### src/rtl/frame_window_capture.sv
// Frame-aligned, decimated/windowed writer from the camera pixel stream into frame-buffer BRAM.
// One-cycle latency from accepted pixel to BRAM write; never stalls, so skipped or invalid pixels simply produce no write.
module frame_window_capture #(
    parameter int H_MAX  = 100,
    parameter int V_MAX  = 128,
    parameter int STRIDE = 120,
    parameter int DECIM  = 0,
    parameter int ADDR_W = 14
) (
    input  logic              clk_in,
    input  logic              rst_in,
    input  logic              arm_in,
    input  logic              cont_in,
    input  logic              valid_in,
    input  logic [15:0]       data_in,
    input  logic [12:0]       hcount_in,
    input  logic [11:0]       vcount_in,
    output logic              fb_we_out,
    output logic [ADDR_W-1:0] fb_addr_out,
    output logic [15:0]       fb_din_out,
    output logic              busy_out,
    output logic              done_out,
    output logic              frame_pulse_out,
    output logic [14:0]       pix_count_out
);

    typedef enum logic [1:0] {IDLE, WAIT_SOF, CAPTURE, DONE} state_t;

    localparam logic [12:0] H_LIM  = 13'(H_MAX);
    localparam logic [11:0] V_LIM  = 12'(V_MAX);
    localparam logic [12:0] H_MASK = 13'((1 << DECIM) - 1);
    localparam logic [11:0] V_MASK = 12'((1 << DECIM) - 1);

    state_t            state_q, state_d;
    logic              we_d, pulse_d;
    logic [14:0]       cnt_d;
    logic              sof, keep, in_win, wr_pix, row_over;
    logic [12:0]       col;
    logic [11:0]       row;
    logic [ADDR_W-1:0] addr_d;

    assign sof      = valid_in && (hcount_in == '0) && (vcount_in == '0);
    assign col      = hcount_in >> DECIM;
    assign row      = vcount_in >> DECIM;
    assign keep     = ((hcount_in & H_MASK) == '0) && ((vcount_in & V_MASK) == '0);
    assign in_win   = (col < H_LIM) && (row < V_LIM);
    assign wr_pix   = valid_in && keep && in_win;
    assign row_over = valid_in && (row >= V_LIM);
    // Modular arithmetic at ADDR_W bits equals the full-width product truncated to ADDR_W.
    assign addr_d   = ADDR_W'(row) * ADDR_W'(STRIDE) + ADDR_W'(col);

    always_comb begin
        state_d = state_q;
        we_d    = 1'b0;
        pulse_d = 1'b0;
        cnt_d   = pix_count_out;
        case (state_q)
            IDLE: begin
                if (arm_in) state_d = WAIT_SOF;
            end
            WAIT_SOF: begin
                if (sof) begin
                    state_d = CAPTURE;
                    we_d    = 1'b1;
                    cnt_d   = 15'd1;
                end
            end
            CAPTURE: begin
                if (sof || row_over) begin
                    pulse_d = 1'b1;
                    if (!cont_in) begin
                        state_d = DONE;
                    end else if (sof) begin
                        // Continuous mode: the completing SOF opens the next frame.
                        we_d  = 1'b1;
                        cnt_d = 15'd1;
                    end else begin
                        state_d = WAIT_SOF;
                    end
                end else if (wr_pix) begin
                    we_d = 1'b1;
                    if (pix_count_out != 15'h7fff) cnt_d = pix_count_out + 15'd1;
                end
            end
            DONE: begin
                if (arm_in) state_d = WAIT_SOF;
            end
            default: state_d = IDLE;
        endcase
    end

    always_ff @(posedge clk_in or negedge rst_in) begin
        if (!rst_in) begin
            state_q         <= IDLE;
            fb_we_out       <= 1'b0;
            fb_addr_out     <= '0;
            fb_din_out      <= '0;
            busy_out        <= 1'b0;
            done_out        <= 1'b0;
            frame_pulse_out <= 1'b0;
            pix_count_out   <= '0;
        end else begin
            state_q         <= state_d;
            fb_we_out       <= we_d;
            frame_pulse_out <= pulse_d;
            pix_count_out   <= cnt_d;
            busy_out        <= (state_d == WAIT_SOF) || (state_d == CAPTURE);
            done_out        <= (state_d == DONE);
            if (we_d) begin
                fb_addr_out <= addr_d;
                fb_din_out  <= data_in;
            end
        end
    end

endmodule

### config.mk
export PLATFORM = sky130hd
export DESIGN_NAME = frame_window_capture
export DESIGN_NICKNAME = d
export VERILOG_FILES = /design/src/rtl/frame_window_capture.sv
export SDC_FILE = /design/constraint.sdc
export NUM_CORES = 1
export LEC_CHECK = 0
export CORE_MARGIN = 5
export CORE_UTILIZATION = 29
export CTS_CLUSTER_DIAMETER = 30
export DETAILED_ROUTE_END_ITERATION = 12
export HOLD_SLACK_MARGIN = 0.06
export PLACE_DENSITY = 0.5
export SETUP_SLACK_MARGIN = 0.15
export SYNTH_ARGS = -nofsm -noshare
export SYNTH_HDL_FRONTEND = slang
export SYNTH_SLANG_ARGS = --single-unit
### constraint.sdc
create_clock -name clk_in -period 2.9 [get_ports clk_in]
set_input_delay 0.435 -clock clk_in [delete_from_list [all_inputs] [get_ports clk_in]]
set_output_delay 0.435 -clock clk_in [all_outputs]
set_load 0.02 [all_outputs]
==> impl_results.md, run 1 <==
- Status: finished with violations
- Failing checks: setup timing
- First DRT Iteration DRCs: 189
- Crit path max-delay family: adder cells
- WL met3: 553 µm
- Crit path capture type: flip-flop
- Internal power: 2.28 mW
- Synth Area in Adders: 0.187
- Row count: between 40 and 50
- Initial antenna violation count: 0
- Post-synth EDFFs: 0
- Largest family of logic cells by synthesized area: adder cells
- Fin area: between 6000 and 7000 µm²
- Wire per inst: 15.7 µm
- Area grow syn2layout: 79.2%
- Yosys reg bits: between 50 and 60
- Worst Path Required: 3080 ps
- Warnings, synthesis: 0
- Post-synth top flop: dfrtp_1
- Clock Path Buffers: 2
- Share of total power in combinational logic: 0.590
- Final cell count without fillers: about 760
- Die width: 123 µm
- Nets@finish: 682
- Top cell type's share of synthesized area: 0.343
- Slowest CP cell: fa_1
- Startpoint types: input port
- Compound-cell area share of the yosys netlist: 0.142
- P_leak: 3.02 nW
- Net Switching: ~1.2 mW
- Area leader, netlist: dfrtp_1
- Simple-gate share of the synthesized area: 0.163
- Metal1 wirelength: between 5000 and 6000 µm
- DR WL met2: 5840 µm
- Fmax: 260 MHz
- DRC Markers: 0
- Commonest cells post-synth: 51 x dfrtp_1, 35 x nand2_1, 33 x inv_1
- Post-synthesis xor/xnor area fraction: 0.0424
- Worst vdd ir: between 300 and 400 µV
- Count of final setup violators: 46
- Final period util: 1.33
- CTS tree: built
- Delay of the slowest cell on the worst path: 570 ps
- Sequential power share: 0.211
- Final Hold Fails: 0
- GPL Wtd Cong: 0.811
- Seq/Total Area, Yosys: 0.343
- Critical path fanouts, max: 2
- I/O pins: 95
- Initial Utilization: 0.295
- Num CTS Buffers: 5
- PortBufs: 94
- Routed Antenna Nets: 0
- Dpl cell area: 5450 µm²
- Most frequent cell after synthesis: dfrtp_1
- Netlist cell types: ~60
- Slew HR: 0.646
- Synth top area cells: dfrtp_1 34%, ha_1 10%, fa_1 8.6%, mux2_2 4.5%, nand2_1 3.5%
- DR pass1 iterations: 4
- Worst slew pin tran: ~530 ps
- Cell area after synthesis: around 3700 µm²
- Mapped Cells: 375
- Sw Ratio: 0.345
- Largest net degree at the start of global routing: 34
- Drt total wl: 12000 µm
- Placed cells: slightly above 700
- Filler cells: 1162
- Worst-path clk slew: 70 ps
- Share of cells above drive strength 1: 0.406
- Cts hold-fix bufs: 0
- CTS Sinks: 51
- Routed vias: about 3600
- HPWL Detailed: 8350 µm
- Total core area: 12600 µm²
- Min-Delay Path Class: input port to asynchronous set/reset pin
- Slew Viols, Final: 0
- Crit path cell chain: buf_8 -> fa_1 -> inv_2 -> fa_1 -> inv_2 -> fa_2 -> buf_6 -> buf_6 -> xor2_1 -> ha_1 -> a21o_1 -> a21oi_4 -> a21oi_4 -> o211a_1 -> o2111ai_1 -> or3b_1
- Multiplexer share of the synthesized area: 0.0764
- H-tree Lvls: 2
- Crit path time final: 3850 ps
- Skew-Pair Late Insertion Delay: 300 ps
- Die Area: 15200 µm²
- Clock share of power: 0.199
- Congestion Overflow GR: 0
- Syn_area_per_cell: 9.92 µm²
- CP bufs+invs: 5
- First-pass GRT wire length: 18900 µm
- Clock Skew: between 4 and 5 ps
- Die Ht: ~120 µm
- Antenna diodes: 0
- Vias in the first global route: 3696
- Crit Path Class: input port to flip-flop
- Syn nets: 467
- Crit path DAT: 4020 ps
- Top Layer Used: met4
- Tot GR Track Use: 0.158
- Max Cap Viol: 0
- Root buffer cell: clkbuf_16
- Ys async rst share: 1.00
- PwrDens: 523 nW/µm²
- Setup ws final: -946 ps
- Detailed-route vias per instance: 4.77
- RSZ-0062 raised after global routing: yes
==> power groups by stage <==
stage	clock network, mW	registers [mW]	logic [mW]
finish	0.694	0.734	2.05
global route	0.735	0.736	2.25
CTS	0.717	0.733	1.86
detailed placement	0	0.747	1.45
global placement	0	0.747	1.42
floorplan	0	0.756	0.869
==> metal layers <==
layer  track usage  up-vias
met5             0        -
met4        0.0519        0
met3        0.0215       16
met2         0.266       87
met1         0.209     1765
li1              -     1770
==> kinds of logic (layout without fill, tap and decap cells) <==
group	Yosys count	after routing
AOI/OAI and AO/OA	79	79
and+or+nand+nor	114	115
muxes	26	26
xor gates and xnor gates	18	18
buffers and inverters	41	256
adders and majority gates	46	46
DFF	51	51
==> through the flow <==
stage | setup WS, ps | util | hold slack (ps) | total power [mW] | TNS (ps)
6_report | -946 | 0.528 | 113 | 3.48 | -11460
4_1_cts | -860 | 0.502 | 127 | 3.31 | -7330
3_3_place_gp | -1440 | 0.432 | 448 | 2.17 | -25640
3_5_place_dp | -1520 | 0.432 | 453 | 2.19 | -27170
5_1_grt | -1060 | 0.528 | 153 | 3.72 | -15260
2_1_floorplan | -837 | - | 139 | 1.62 | -2680
==> cells in the final DEF, fill, tap and decap left out, drive strengths merged, types with 4 or more instances in the layout <==
cell type / n
a211oi: 5
nor4: 4
nor2: 19
or4: 7
clkbuf: 6
o31ai: 8
nand3: 14
mux2i: 7
nand4: 5
and3: 7
o21ai: 18
fa: 16
ha: 30
nand2b: 7
buf: 126
xor2: 6
a21oi: 17
clkdlybuf4s50: 86
nor3: 4
dfrtp: 51
or3: 4
mux2: 19
inv: 33
nand2: 35
a21o: 8
xnor2: 12
==> final timing paths <==
| kind | slack (ps) | cells after the start | endpoint | start |
|---|---|---|---|---|
| setup reg to reg | 310 | 9 | fb_din_out[5] | state_q[0] |
| hold reg to reg | 470 | 2 | fb_addr_out[2] | fb_addr_out[2] |
| hold / removal | 110 | 1 | fb_addr_out[13] | rst_in |
| min in group clk_in | 470 | 2 | fb_addr_out[2] | fb_addr_out[2] |
| max in group asynchronous | 1970 | 2 | fb_din_out[6] | rst_in |
| setup / recovery | -950 | 16 | fb_addr_out[13] | vcount_in[1] |
==> worst register-to-register path: stages, from the launching register on <==
cell       delay, ps
dfrtp_1          410
inv_1             90
ha_1             330
inv_1            120
a311oi_1         400
and3_1           310
o21a_4           220
buf_6            140
clkbuf_16        150
mux2_4           300
==> layout make-up <==
| class | count | area (µm²) | area share |
|---|---|---|---|
| multi-input combinational | 284 | 2820 | 0.424 |
| timing repair buffer | 215 | 2040 | 0.306 |
| tap | 172 | 215 | 0.0323 |
| inverter | 33 | 138 | 0.0207 |
| clock buffer | 5 | 125 | 0.0188 |
| sequential | 51 | 1280 | 0.192 |
| clock inverter | 3 | 46.3 | 0.00695 |
==> flip-flops by register name, summed over array words and instances (netlist names) <==
name and count:
frame_pulse_out 1, done_out 1, state_q 2, busy_out 1
fb_addr_out 14, pix_count_out 15, fb_we_out 1, fb_din_out 16
==> timing repair <==
item                       in CTS  in global routing
gates cloned                    6                  1
buffers inserted               29                 12
pin swaps                      55                 42
setup endpoints to repair      50                 50
resized for setup             129                 57
No activity file was read; power rests on OpenSTA's default activity.
==> run 2: changes to the inputs <==
Settings changed: CAP_MARGIN set to 20, CORE_UTILIZATION 29 to 38, CTS_CLUSTER_DIAMETER 30 to 150, PLACE_DENSITY 0.5 to 0.63.
==> impl_results.md, run 2 (synthesis results as in run 1) <==
- Reg2reg start: state_q[0]
- Status: finished with violations
- Clock share of power: 0.154
- Drt total wl: roughly 11000 µm
- Largest net degree at the start of global routing: 29
- Share of total power in combinational logic: 0.613
- Routed Antenna Nets: 0
- Largest register FFs: 16
- Area grow syn2layout: 69.9%
- Die Area: 11900 µm²
- Vias in the first global route: 3592
- CTS Sinks: 51
- Placed cells: 662
- Antenna diodes: 0
- Crit path DAT: 3950 ps
- Crit path time final: 3710 ps
- Die Ht: 109 µm
- Worst-path clk slew: 100 ps
- Regs by FF count: fb_din_out x16, pix_count_out x15, fb_addr_out x14
- Final cell count without fillers: 709
- Worst setup startpoint: vcount_in[0]
- P_leak: 2.85 nW
- Wire per inst: between 15 and 20 µm
- Skew-Pair Late Insertion Delay: 290 ps
- Nets@finish: 668
- Worst slew pin tran: between 500 and 600 ps
- DRC Markers: 0
- Fmax: 269 MHz
- Worst vdd ir: 355 µV
- Fin area: between 6000 and 7000 µm²
- Initial Utilization: 0.386
- Detailed-route vias per instance: just over 5
- Net Switching: 1.11 mW
- Dpl cell area: 5360 µm²
- Share of cells above drive strength 1: 0.366
- RSZ-0062 raised after global routing: yes
- HPWL Detailed: between 8000 and 9000 µm
- PwrDens: between 400 and 500 nW/µm²
- Clock Path Buffers: 2
- Routed vias: roughly 3600
- Count of final setup violators: 35
- Cts hold-fix bufs: 0
- FF-to-FF setup slack: 340 ps
- Max Cap Viol: 0
- Met3 usage: 0.0184
- M1 GR Usage: 0.252
- Tot GR Track Use: 0.189
- Internal power: 2.04 mW
- CTS tree: built
- Critical path fanouts, max: 3
- Min-Delay Path Class: input port to asynchronous set/reset pin
- First-pass GRT wire length: 17900 µm
- First DRT Iteration DRCs: approximately 140
- Clock Skew: 6.50 ps
- Final period util: 1.28
- Startpoint types: input port
- Grt peak-use layer: met2
- PortBufs: 94
- Sequential power share: 0.233
- Worst Path Required: 3130 ps
- R2R cell count: 8
- Initial antenna violation count: 0
- DR pass1 iterations: 4
- Congestion Overflow GR: 0
- Overall Power: 3.15 mW
- Slew HR: 0.612
- Root buffer cell: clkbuf_8
- Final Hold Fails: 0
- Most common cell after layout, fill and taps aside: clkdlybuf4s50_1
- Failing checks: setup timing
- Reg-to-reg endpoint: pix_count_out[11]
- I/O pins: 95
- Slew Viols, Final: 0
- GR met2 Demand/Resource: 0.333
- Pre-CTS setup slack: -1480 ps
- Final core utilization: 0.656
- Crit path capture type: flip-flop
- Crit Path Class: input port to flip-flop
- Num CTS Buffers: 5
- GPL Wtd Cong: 0.842
- Setup ws final: -812 ps
- Die width: 109 µm
- H-tree Lvls: 2
- Total core area: 9640 µm²
- Commonest cells after routing, fill and taps aside: 85 x clkdlybuf4s50_1, 79 x buf_4, 51 x dfrtp_1
- Row count: 36
- Reg with most FFs: fb_din_out
- Sw Ratio: 0.352
[run 2: power by group through the flow]
| stage | Sequential, mW | Clock, mW | Combinational (mW) |
|---|---|---|---|
| floorplan | 0.756 | 0 | 0.869 |
| global placement | 0.747 | 0 | 1.37 |
| detailed placement | 0.749 | 0 | 1.41 |
| CTS | 0.734 | 0.502 | 1.75 |
| global route | 0.737 | 0.522 | 2.11 |
| finish | 0.734 | 0.485 | 1.93 |
[run 2: area by class of cell]
type	count	area [µm²]
multi-input combinational	285	2740
sequential	51	1280
clock buffer	5	68.8
fill	799	3320
clock inverter	2	37.5
timing repair buffer	200	1890
inverter	33	135
tap	133	166
[run 2: worst max-delay path, cell delays in order]
cell,delay (ps)
buf_8,100
fa_1,550
inv_1,60
fa_1,500
inv_2,60
ha_4,200
a21o_1,180
a21oi_2,140
o21bai_1,100
a21oi_2,220
xnor2_2,100
buf_4,140
buf_4,130
ha_4,280
nand2_1,50
or4_1,490
o311a_1,120
o21ai_1,110
[run 2: metal layers]
metal | vias up | wire length (µm)
met5 | - | 0
met4 | 0 | 108
met1 | 1766 | 5060
li1 | 1739 | -
met2 | 93 | 5820
met3 | 8 | 471
[run 2: worst max-delay path by stage]
stage,endpoint,slack (ps),cells past startpoint
final,fb_addr_out[12],-810,18
after global routing,fb_addr_out[13],-950,16
after CTS,fb_addr_out[13],-840,16
after detailed placement,fb_addr_out[13],-1480,15
after global placement,fb_addr_out[13],-1410,15
after floorplan,fb_addr_out[13],-840,15
[run 2: what timing repair did]
item / 4_1_cts / 5_1_grt
setup buffers: 22 / 11
cloned: 6 / 1
endpoints found under the setup margin: 49 / 50
pin swaps: 66 / 45
gates resized for setup: 125 / 29
[run 2: stage by stage]
stage,hold slack (ps),setup TNS (ps)
after floorplan,139,-2680
after global placement,450,-24630
after detailed placement,456,-26220
after CTS,140,-5070
after global routing,160,-8850
final,124,-6380
